===== src/rtl/shoot_pkg.sv =====
// Shared types and screen constants for the shooter game blocks.
package shoot_pkg;

  typedef enum logic [1:0] {
    ST_IDLE,
    ST_UPDATE,
    ST_SPAWN
  } state_e;

  localparam int SCREEN_W_PX = 640;
  localparam int SCREEN_H_PX = 480;
  localparam int XW_DEF      = 10;
  localparam int YW_DEF      = 10;

  function automatic int slot_idx_w(input int n);
    return (n <= 2) ? 1 : $clog2(n);
  endfunction

endpackage


===== src/rtl/bullet_hit_test.sv =====
// N-way bullet box comparator with a registered hit flag
// for the VGA colour stage.
module bullet_hit_test #(
  parameter int N_SLOTS = 8,
  parameter int XW      = 10,
  parameter int YW      = 10,
  parameter int BW      = 4,
  parameter int BH      = 8
) (
  input  logic                  clk,
  input  logic                  rst,
  input  logic                  i_clear,
  input  logic [N_SLOTS-1:0]    i_valid,
  input  logic [N_SLOTS*XW-1:0] i_x,
  input  logic [N_SLOTS*YW-1:0] i_y,
  input  logic [XW-1:0]         i_qx,
  input  logic [YW-1:0]         i_qy,
  output logic                  o_hit
);

  localparam logic [XW:0] LBW = (XW+1)'(BW);
  localparam logic [YW:0] LBH = (YW+1)'(BH);

  logic [XW:0]        w_qx;
  logic [YW:0]        w_qy;
  logic [N_SLOTS-1:0] w_in;
  logic               r_hit;

  assign w_qx = {1'b0, i_qx};
  assign w_qy = {1'b0, i_qy};

  // One extra bit so a box near the right/bottom edge cannot wrap.
  for (genvar g = 0; g < N_SLOTS; g++) begin : g_box
    logic [XW:0] w_bx;
    logic [YW:0] w_by;
    assign w_bx = {1'b0, i_x[g*XW +: XW]};
    assign w_by = {1'b0, i_y[g*YW +: YW]};
    assign w_in[g] = i_valid[g]
                   && (w_qx >= w_bx)
                   && (w_qx < w_bx + LBW)
                   && (w_qy >= w_by)
                   && (w_qy < w_by + LBH);
  end

  always_ff @(posedge clk or negedge rst) begin
    if (!rst) begin
      r_hit <= 1'b0;
    end else begin
      r_hit <= !i_clear && (|w_in);
    end
  end

  assign o_hit = r_hit;

endmodule


===== src/rtl/bullet_pool.sv =====
// N-slot bullet pool: per-frame move, rate-limited spawn, pixel hit query.
// Define BULLET_DUAL_EN to spawn twin bullets either side of the player.
module bullet_pool
  import shoot_pkg::*;
#(
  parameter int N_SLOTS   = 8,
  parameter int XW        = XW_DEF,
  parameter int YW        = YW_DEF,
  parameter int SPEED     = 4,
  parameter int COOLDOWN  = 6,
  parameter int BW        = 4,
  parameter int BH        = 8,
  parameter int SPAWN_OFS = 8
`ifdef BULLET_DUAL_EN
  ,
  parameter int SCREEN_W  = SCREEN_W_PX,
  parameter int DUAL_OFS  = 6
`endif
) (
  input  logic                         clk,
  input  logic                         rst,
  input  logic                         frame_tick,
  input  logic                         fire,
  input  logic                         gameover,
  input  logic [XW-1:0]                player_x,
  input  logic [YW-1:0]                player_y,
  input  logic [XW-1:0]                query_x,
  input  logic [YW-1:0]                query_y,
  output logic [N_SLOTS-1:0]           bullet_valid,
  output logic [N_SLOTS*XW-1:0]        bullet_x,
  output logic [N_SLOTS*YW-1:0]        bullet_y,
  output logic [$clog2(N_SLOTS+1)-1:0] active_count,
  output logic                         full,
  output logic                         pix_hit,
  output logic                         overrun
);

  localparam int IW  = slot_idx_w(N_SLOTS);
  localparam int CW  = $clog2(N_SLOTS+1);
  localparam int CDW = $clog2(COOLDOWN+2);

  localparam logic [IW-1:0]  LAST_IDX = IW'(N_SLOTS-1);
  localparam logic [YW-1:0]  LSPEED   = YW'(SPEED);
  localparam logic [YW-1:0]  LOFS     = YW'(SPAWN_OFS);
  localparam logic [CDW-1:0] LCD      = CDW'(COOLDOWN);

  state_e             r_state;
  state_e             w_state_nxt;
  logic [IW-1:0]      r_idx;
  logic [N_SLOTS-1:0] r_valid;
  logic [XW-1:0]      r_x [N_SLOTS];
  logic [YW-1:0]      r_y [N_SLOTS];
  logic [CDW-1:0]     r_cd;
  logic               r_overrun;

  logic [IW-1:0]      w_s0;
  logic               w_has0;
  logic               w_spawn;
  logic [YW-1:0]      w_sy;
  logic [CW-1:0]      w_cnt;

  // FSM state register
  always_ff @(posedge clk or negedge rst) begin
    if (!rst) begin
      r_state <= ST_IDLE;
    end else begin
      r_state <= w_state_nxt;
    end
  end

  always_comb begin
    w_state_nxt = r_state;
    if (gameover) begin
      w_state_nxt = ST_IDLE;
    end else begin
      unique case (r_state)
        ST_IDLE: begin
          if (frame_tick) w_state_nxt = ST_UPDATE;
        end
        ST_UPDATE: begin
          if (r_idx == LAST_IDX) w_state_nxt = ST_SPAWN;
        end
        ST_SPAWN: begin
          w_state_nxt = ST_IDLE;
        end
        default: w_state_nxt = ST_IDLE;
      endcase
    end
  end

  // Lowest free slot (and the next one for twin spawns).
`ifdef BULLET_DUAL_EN
  logic [IW-1:0] w_s1;
  logic          w_has1;
  logic [XW-1:0] w_xl;
  logic [XW-1:0] w_xr;
  logic [XW:0]   w_xr_sum;

  assign w_xl = (player_x >= XW'(DUAL_OFS))
              ? player_x - XW'(DUAL_OFS) : '0;
  assign w_xr_sum = {1'b0, player_x} + (XW+1)'(DUAL_OFS);
  assign w_xr = (w_xr_sum > (XW+1)'(SCREEN_W-1))
              ? XW'(SCREEN_W-1) : w_xr_sum[XW-1:0];
`endif

  always_comb begin
    w_s0   = '0;
    w_has0 = 1'b0;
`ifdef BULLET_DUAL_EN
    w_s1   = '0;
    w_has1 = 1'b0;
`endif
    for (int i = 0; i < N_SLOTS; i++) begin
      if (!r_valid[i]) begin
        if (!w_has0) begin
          w_s0   = IW'(i);
          w_has0 = 1'b1;
        end
`ifdef BULLET_DUAL_EN
        else if (!w_has1) begin
          w_s1   = IW'(i);
          w_has1 = 1'b1;
        end
`endif
      end
    end
  end

  assign w_spawn = fire && (r_cd == '0) && w_has0;
  assign w_sy    = (player_y >= LOFS) ? player_y - LOFS : '0;

  always_ff @(posedge clk or negedge rst) begin
    if (!rst) begin
      r_idx   <= '0;
      r_valid <= '0;
      r_cd    <= '0;
      for (int i = 0; i < N_SLOTS; i++) begin
        r_x[i] <= '0;
        r_y[i] <= '0;
      end
    end else if (gameover) begin
      r_idx   <= '0;
      r_valid <= '0;
      r_cd    <= '0;
      for (int i = 0; i < N_SLOTS; i++) begin
        r_x[i] <= '0;
        r_y[i] <= '0;
      end
    end else begin
      unique case (r_state)
        ST_IDLE: begin
          if (frame_tick) begin
            r_idx <= '0;
            if (r_cd != '0) r_cd <= r_cd - 1'b1;
          end
        end
        ST_UPDATE: begin
          r_idx <= r_idx + 1'b1;
          if (r_valid[r_idx]) begin
            if (r_y[r_idx] >= LSPEED) begin
              r_y[r_idx] <= r_y[r_idx] - LSPEED;
            end else begin
              r_valid[r_idx] <= 1'b0;
            end
          end
        end
        ST_SPAWN: begin
          if (w_spawn) begin
            r_cd <= LCD;
`ifdef BULLET_DUAL_EN
            if (w_has1) begin
              r_valid[w_s0] <= 1'b1;
              r_x[w_s0]     <= w_xl;
              r_y[w_s0]     <= w_sy;
              r_valid[w_s1] <= 1'b1;
              r_x[w_s1]     <= w_xr;
              r_y[w_s1]     <= w_sy;
            end else begin
              r_valid[w_s0] <= 1'b1;
              r_x[w_s0]     <= player_x;
              r_y[w_s0]     <= w_sy;
            end
`else
            r_valid[w_s0] <= 1'b1;
            r_x[w_s0]     <= player_x;
            r_y[w_s0]     <= w_sy;
`endif
          end
        end
        default: r_idx <= '0;
      endcase
    end
  end

  // Ticks landing mid-frame are dropped but remembered.
  always_ff @(posedge clk or negedge rst) begin
    if (!rst) begin
      r_overrun <= 1'b0;
    end else if (!gameover && frame_tick && (r_state != ST_IDLE)) begin
      r_overrun <= 1'b1;
    end
  end

  always_comb begin
    w_cnt = '0;
    for (int i = 0; i < N_SLOTS; i++) begin
      w_cnt = w_cnt + CW'(r_valid[i]);
    end
  end

  for (genvar g = 0; g < N_SLOTS; g++) begin : g_out
    assign bullet_x[g*XW +: XW] = r_x[g];
    assign bullet_y[g*YW +: YW] = r_y[g];
  end

  assign bullet_valid = r_valid;
  assign active_count = w_cnt;
  assign full         = &r_valid;
  assign overrun      = r_overrun;

  bullet_hit_test #(
    .N_SLOTS (N_SLOTS),
    .XW      (XW),
    .YW      (YW),
    .BW      (BW),
    .BH      (BH)
  ) u_hit (
    .clk     (clk),
    .rst     (rst),
    .i_clear (gameover),
    .i_valid (r_valid),
    .i_x     (bullet_x),
    .i_y     (bullet_y),
    .i_qx    (query_x),
    .i_qy    (query_y),
    .o_hit   (pix_hit)
  );

endmodule


===== config.mk =====
export PLATFORM = sky130hd
export DESIGN_NAME = bullet_pool
export DESIGN_NICKNAME = d
export VERILOG_FILES = /design/src/rtl/shoot_pkg.sv /design/src/rtl/bullet_hit_test.sv /design/src/rtl/bullet_pool.sv
export SDC_FILE = /design/constraint.sdc
export NUM_CORES = 1
export LEC_CHECK = 0
export CAP_MARGIN = 20
export CORE_MARGIN = 2
export CORE_UTILIZATION = 45
export CTS_BUF_LIST = sky130_fd_sc_hd__clkbuf_2 sky130_fd_sc_hd__clkbuf_4 sky130_fd_sc_hd__clkbuf_8
export DETAILED_ROUTE_END_ITERATION = 8
export DONT_BUFFER_PORTS = 1
export RECOVER_POWER = 100
export SYNTH_ARGS = -nofsm -noshare
export SYNTH_HDL_FRONTEND = slang
export SYNTH_SLANG_ARGS = --single-unit

===== constraint.sdc =====
create_clock -name clk -period 4.1 [get_ports clk]
set_clock_uncertainty 0.1 [all_clocks]
set_input_delay 0.41 -clock clk [delete_from_list [all_inputs] [get_ports clk]]
set_output_delay 0.41 -clock clk [all_outputs]
set_load 0.01 [all_outputs]

# Word level (Yosys, flattened, before mapping)

Cells that the tools add are included.
W data, S select, Z words.

Bits in registers: 178
Input port bits: 45
Output and inout port bits: 175
Word-level logic and storage cells: 229

Add/sub/neg operators: 27
$lt $le $gt $ge: 42
Equality and inequality tests: 11
Mux-type cells: 64
Bitwise operators: 5
Reduce and logical (&&, ||, !) cells: 58

Operators with widths:

| cell                    | count |
|---|---|
| $mux W80                | 7 |
| $bwmux W80              | 3 |
| $lt A10 B11 Y1          | 16 |
| $ge A10 B10 Y1          | 16 |
| $pmux W80 S2            | 1 |
| $add A10 B3 Y11 const B | 8 |
| $add A10 B4 Y11 const B | 8 |
| $demux W10 S3           | 2 |
| $mux W3                 | 18 |
| $mux W10                | 5 |
| $logic_and A1 B1 Y1     | 41 |
| $mux W8                 | 4 |
| $bmux W10 S3            | 1 |
| $ne A3 B3 Y1 const B    | 7 |
| $add A4 B1 Y4           | 4 |
| $pmux W8 S2             | 1 |
| $mux W1                 | 13 |
| $reduce_and A4 Y1       | 3 |
| $ge A10 B3 Y1 const B   | 1 |
| $ge A10 B4 Y1 const B   | 1 |
| $sub A10 B3 Y10 const B | 1 |
| $sub A10 B4 Y10 const B | 1 |
| $pmux W3 S3             | 1 |
| $reduce_bool A3 Y1      | 3 |
| 29 further kinds        | 41 |

# Longest topological paths before layout

Gate-level depths: netlist (run 1).

Depth after elaboration: 23
Mapped depth: 13
Mapped depth without buffers: 13

# Cells and area by module

A second synthesis (run 1) with hierarchy kept.

Cell total of the unflattened synthesis: 1892
Area total of the unflattened synthesis: 17697.0 um^2

Modules (own cells, without submodules):

| module          | instances | cells each | area each (um^2) | seq. area each (um^2) |
|---|---|---|---|---|
| bullet_pool     | 1         | 823        | 9490.4           | 4429.2 |
| bullet_hit_test | 1         | 1069       | 8206.6           | 25.0 |

# Least setup slack after synthesis (run 1)

No wires, ideal clock.

Path kind: register to output
Start point: register r_valid[0], in the netlist bullet_valid[0]
End point: output active_count[2]
Data arrival time: 2811 ps
Data required time: 3590 ps
Setup slack: 779 ps
Stages on the path, launching flop included: 10
Buffers on the path: 0
Path through: dfrtp_1 > fa_1 > inv_1 > fa_1 > fa_1 > inv_1 > ha_1 > inv_1 > fa_1 > xnor2_1

Word-level cells in the longest chain between the ends: 7

Ends and longest elaborated chain:

| element                           | RTL line           | text |
|---|---|---|
| from (decl)                       | bullet_pool.sv:50  | `logic [N_SLOTS-1:0] r_valid;` |
| from (signal assigned)            | bullet_pool.sv:135 | `r_valid <= '0;` |
| from (signal assigned)            | bullet_pool.sv:143 | `r_valid <= '0;` |
| from (signal, indexed assignment) | bullet_pool.sv:163 | `r_valid[r_idx] <= 1'b0;` |
| $add A1 B1 Y2                     | bullet_pool.sv:207 | `w_cnt = w_cnt + CW'(r_valid[i]);` |
| $add A2 B1 Y3                     | bullet_pool.sv:207 |  |
| $add A3 B1 Y4                     | bullet_pool.sv:207 |  |
| $add A4 B1 Y4 (4 in a row)        | bullet_pool.sv:207 |  |
| to (decl)                         | bullet_pool.sv:32  | `output logic [$clog2(N_SLOTS+1)-1:0] active_count,` |

Every way passes these cells.

# Worst setup path in the final report (run 1)

Same ends and word-level chain as after synthesis.

==> flow_metrics.py, run 1 <==
metrics = {
    "run_status": {
        "status": "finished, violations left",
        "violations": "design-rule violations, negative hold slack",
    },
    "setup_path": {
        "crit_fanout": 2,
        "crit_path_end_kind": "primary output",
        "r2r_cells": 9,
        "worstSetupStartpointType": "flop",
        "arrival_ns": 3.39,
        "cp_data_required_time_ns": 3.59,
        "crit_type": "reg -> out",
    },
    "cts": {
        "clk_transition_reported_paths_ns": 0.11,
        "cts_setup_buffers": 0,
        "cts_tree": "yes",
        "cts_inserted_buffers": 17,
        "clock-root-buffer": "clkbuf_8",
        "postCtsHoldBufs": 12,
        "cts_buffer_depth": 2,
        "h-tree-depth": 4,
        "insertion_delay_ns": 0.50,
        "clock-sinks": 178,
    },
    "drt": {
        "first_pass_iters": 9,
        "drc": 1,
        "drt_iter0_markers": 1727,
        "drt-total-wl_mm": 66.39,
        "routed_via_density": 6.216,
        "num_vias": 16530,
        "ant_nets": 0,
        "wire_per_inst_um": 24.96,
    },
    "pwr": {
        "power.share.clock_pct": 25.8,
        "ir_worst_vdd_mv": 0.2087,
        "powerDensity_nw_per_um2": 268.1,
        "power.internal_w": 0.003013,
        "p_sw_share_pct": 40.42,
        "leakage_nw": 7.753,
        "p_sw_w": 0.002043,
        "pwr-share-comb_pct": 32.0,
        "power_frac_seq_pct": 42.2,
        "fin_total_pwr_w": 0.005056,
    },
    "floorplan": {
        "num_rows": 72,
        "dieWidth_um": 202.3,
        "ios": 220,
        "core-area_sq_um": 38740,
        "dieHeight_um": 202.3,
        "initial_core_util_pct": 45.67,
        "die_area_sq_um": 40920,
    },
    "finish": {
        "fin_util_pct": 48.68,
        "area_growth_pct": 6.577,
        "n_fill_cell": 3803,
        "final_layout_size_suffix_gt1_share_pct": 5.610,
        "stdcell_count": 2660,
        "final_nets": 2484,
    },
    "yosys": {
        "synth_seq_area_share_pct": 25.18,
        "syn-num-nets": 2479,
        "synth.avg_cell_area_sq_um": 8.341,
        "synth.top_cell.area_share_pct": 25.18,
        "ys_types": 85,
        "synth_area_leaders": "dfrtp_1, ha_1, a21oi_1",
        "synth_flop_cell": "dfrtp_1",
        "synth_warnings": 0,
        "synth_top_area_cell": "dfrtp_1",
        "synthesis.area_sq_um": 17690,
        "ys_top_cells_by_count": "ha_1, nand2_1, inv_1, a21oi_1, dfrtp_1",
        "ys_ff_latch": 178,
        "yosysMostFrequentCell": "ha_1",
        "synthArstFlopShare_pct": 100.0,
        "syn_inst": 2121,
        "synth_edf_count": 0,
    },
    "sta": {
        "finalMaxSlewViolations": 0,
        "timing.hold.ws_ns": -0.5059,
        "hold_violations": 178,
        "fmax_ghz": 0.2565,
        "worstMarginPinSlew_ns": 0.8999,
        "rsz0062_at_grt": "no",
        "min_period_ns": 3.899,
        "fin_setup_tns_ns": 0,
        "relSlewSlack_pct": 40.00,
        "timing.final.crit_share_pct": 95.10,
        "setup_viol": 0,
    },
    "placed_design": {
        "dp_hpwl_mm": 49.34,
        "dpl.cell_count": 2613,
        "routabilityCongestion": 0.9425,
        "io_buffers": 0,
    },
    "global_routing": {
        "grt_max_degree": 179,
        "overflow": 0,
        "track_usage_pct": 31.97,
        "grt_pass1_wl_mm": 99.17,
        "grt_pass1_vias": 15800,
        "grt_antenna_before_repair": 3,
    },
    "job": {
        "max_cap_viol_count": 0,
    },
    "hold_path": {
        "hold_path.class": "in -> async",
    },
}
[power groups by stage]
| stage | clock, W | combinational (W) | sequential [W] |
|---|---|---|---|
| 3_3_place_gp | 0 | 0.00149 | 0.00216 |
| 6_report | 0.00130 | 0.00162 | 0.00213 |
| 5_1_grt | 0.00137 | 0.00178 | 0.00214 |
| 2_1_floorplan | 0 | 0.00107 | 0.00202 |
| 4_1_cts | 0.00132 | 0.00159 | 0.00213 |
| 3_5_place_dp | 0 | 0.00153 | 0.00216 |
[flip-flops by register name (all words and copies together) (netlist names)]
name          flops
bullet_x         80
bullet_y         80
bullet_valid      8
r_cd              3
r_idx             3
r_state           2
overrun           1
u_hit.o_hit       1
[kinds of logic (layout without fill, tap and decap cells)]
| group | after synthesis | in the layout | synth area share, % |
|---|---|---|---|
| compound gates | 595 | 595 | 22.07 |
| xor+xnor | 99 | 99 | 4.901 |
| fa+ha+maj | 313 | 313 | 22.31 |
| buf+inv | 283 | 301 | 6.443 |
| flops | 178 | 178 | 25.18 |
| mux | 43 | 43 | 2.850 |
| other cells | 0 | 3 | 0 |
| simple gates | 610 | 610 | 16.25 |
[timing repair]
action                                  4_1_cts  5_1_grt
resized for setup                             0        1
endpoints found under the setup margin        0        1
endpoints found under the hold margin       265      178
[through the flow]
stage	hold WS, ns	instance area (sq um)	setup WS (ns)
after global placement	0.01911	18370	0.4017
after detailed placement	0.01840	18380	0.3454
final	-0.5059	18860	0.2009
after CTS	-0.5294	18910	0.1725
after global routing	-0.5374	18860	0.05588
after floorplan	0.01441	17690	0.7789
[worst paths after layout]
kind	startpoint	end	slack, ns
min	rst	bullet_x[9]$_DFFE_PN0P_	-0.51
max	bullet_valid[0]$_DFFE_PN0P_	active_count[2]	0.20
min in group clk	gameover	r_cd[2]$_DFFE_PN0P_	0.03
max in group asynchronous	rst	bullet_y[38]$_DFFE_PN0P_	4.10
max reg2reg	r_idx[2]$_DFFE_PN0P_	bullet_y[31]$_DFFE_PN0P_	0.24
min reg2reg	r_cd[0]$_DFFE_PN0P_	r_cd[0]$_DFFE_PN0P_	0.40
[critical path: stages, from the launching register on]
cell and delay, ns:
dfrtp_1 0.41, fa_1 0.53, inv_1 0.05, fa_1 0.49
fa_1 0.46, inv_1 0.10, ha_1 0.16, inv_1 0.05
fa_1 0.37, xnor2_1 0.29
[layout make-up]
class | instances | area [sq um] | area share, %
antenna | 3 | 7.507 | 0.03981
clock buffer | 17 | 234.0 | 1.241
clock inverter | 15 | 162.7 | 0.8626
inverter | 203 | 762.0 | 4.041
multi-input combinational | 1660 | 12100 | 64.15
sequential | 178 | 4456 | 23.63
tap | 518 | 648.1 | 3.437
timing repair buffer | 66 | 489.2 | 2.595
[cells in the final DEF, fill, tap and decap left out, types with 17 or more instances in the layout]
| cell type | count |
|---|---|
| o21ai_0 | 133 |
| nor3_1 | 25 |
| a21oi_1 | 181 |
| nand2_1 | 211 |
| ha_1 | 309 |
| a31oi_1 | 19 |
| clkbuf_8 | 17 |
| o22ai_1 | 30 |
| nand3_1 | 95 |
| nor2b_1 | 27 |
| a21o_1 | 18 |
| mux2i_1 | 32 |
| buf_4 | 39 |
| dfrtp_1 | 177 |
| o21a_1 | 27 |
| nand4_1 | 19 |
| a211oi_1 | 20 |
| inv_1 | 200 |
| nor2_1 | 130 |
| xnor2_1 | 94 |
| nand2b_1 | 23 |
[per-layer routing]
layer  share of wire [%]  GRT usage, %  vias to the layer above
met5               0.026             0                        -
met2                  47         52.87                      707
met4                 2.7         9.359                        2
li1                    -             -                     7683
met3                 9.6         9.239                      121
met1                  41         40.46                     8021
No activity file was read; power rests on OpenSTA's default activity.
==> run 2, diff against run 1 <==
Settings changed: CTS_CLUSTER_DIAMETER set to 50, CTS_CLUSTER_SIZE set to 40.
==> results of run 2 <==
No change in the layout: final DEF, timing and power equal those of run 1.
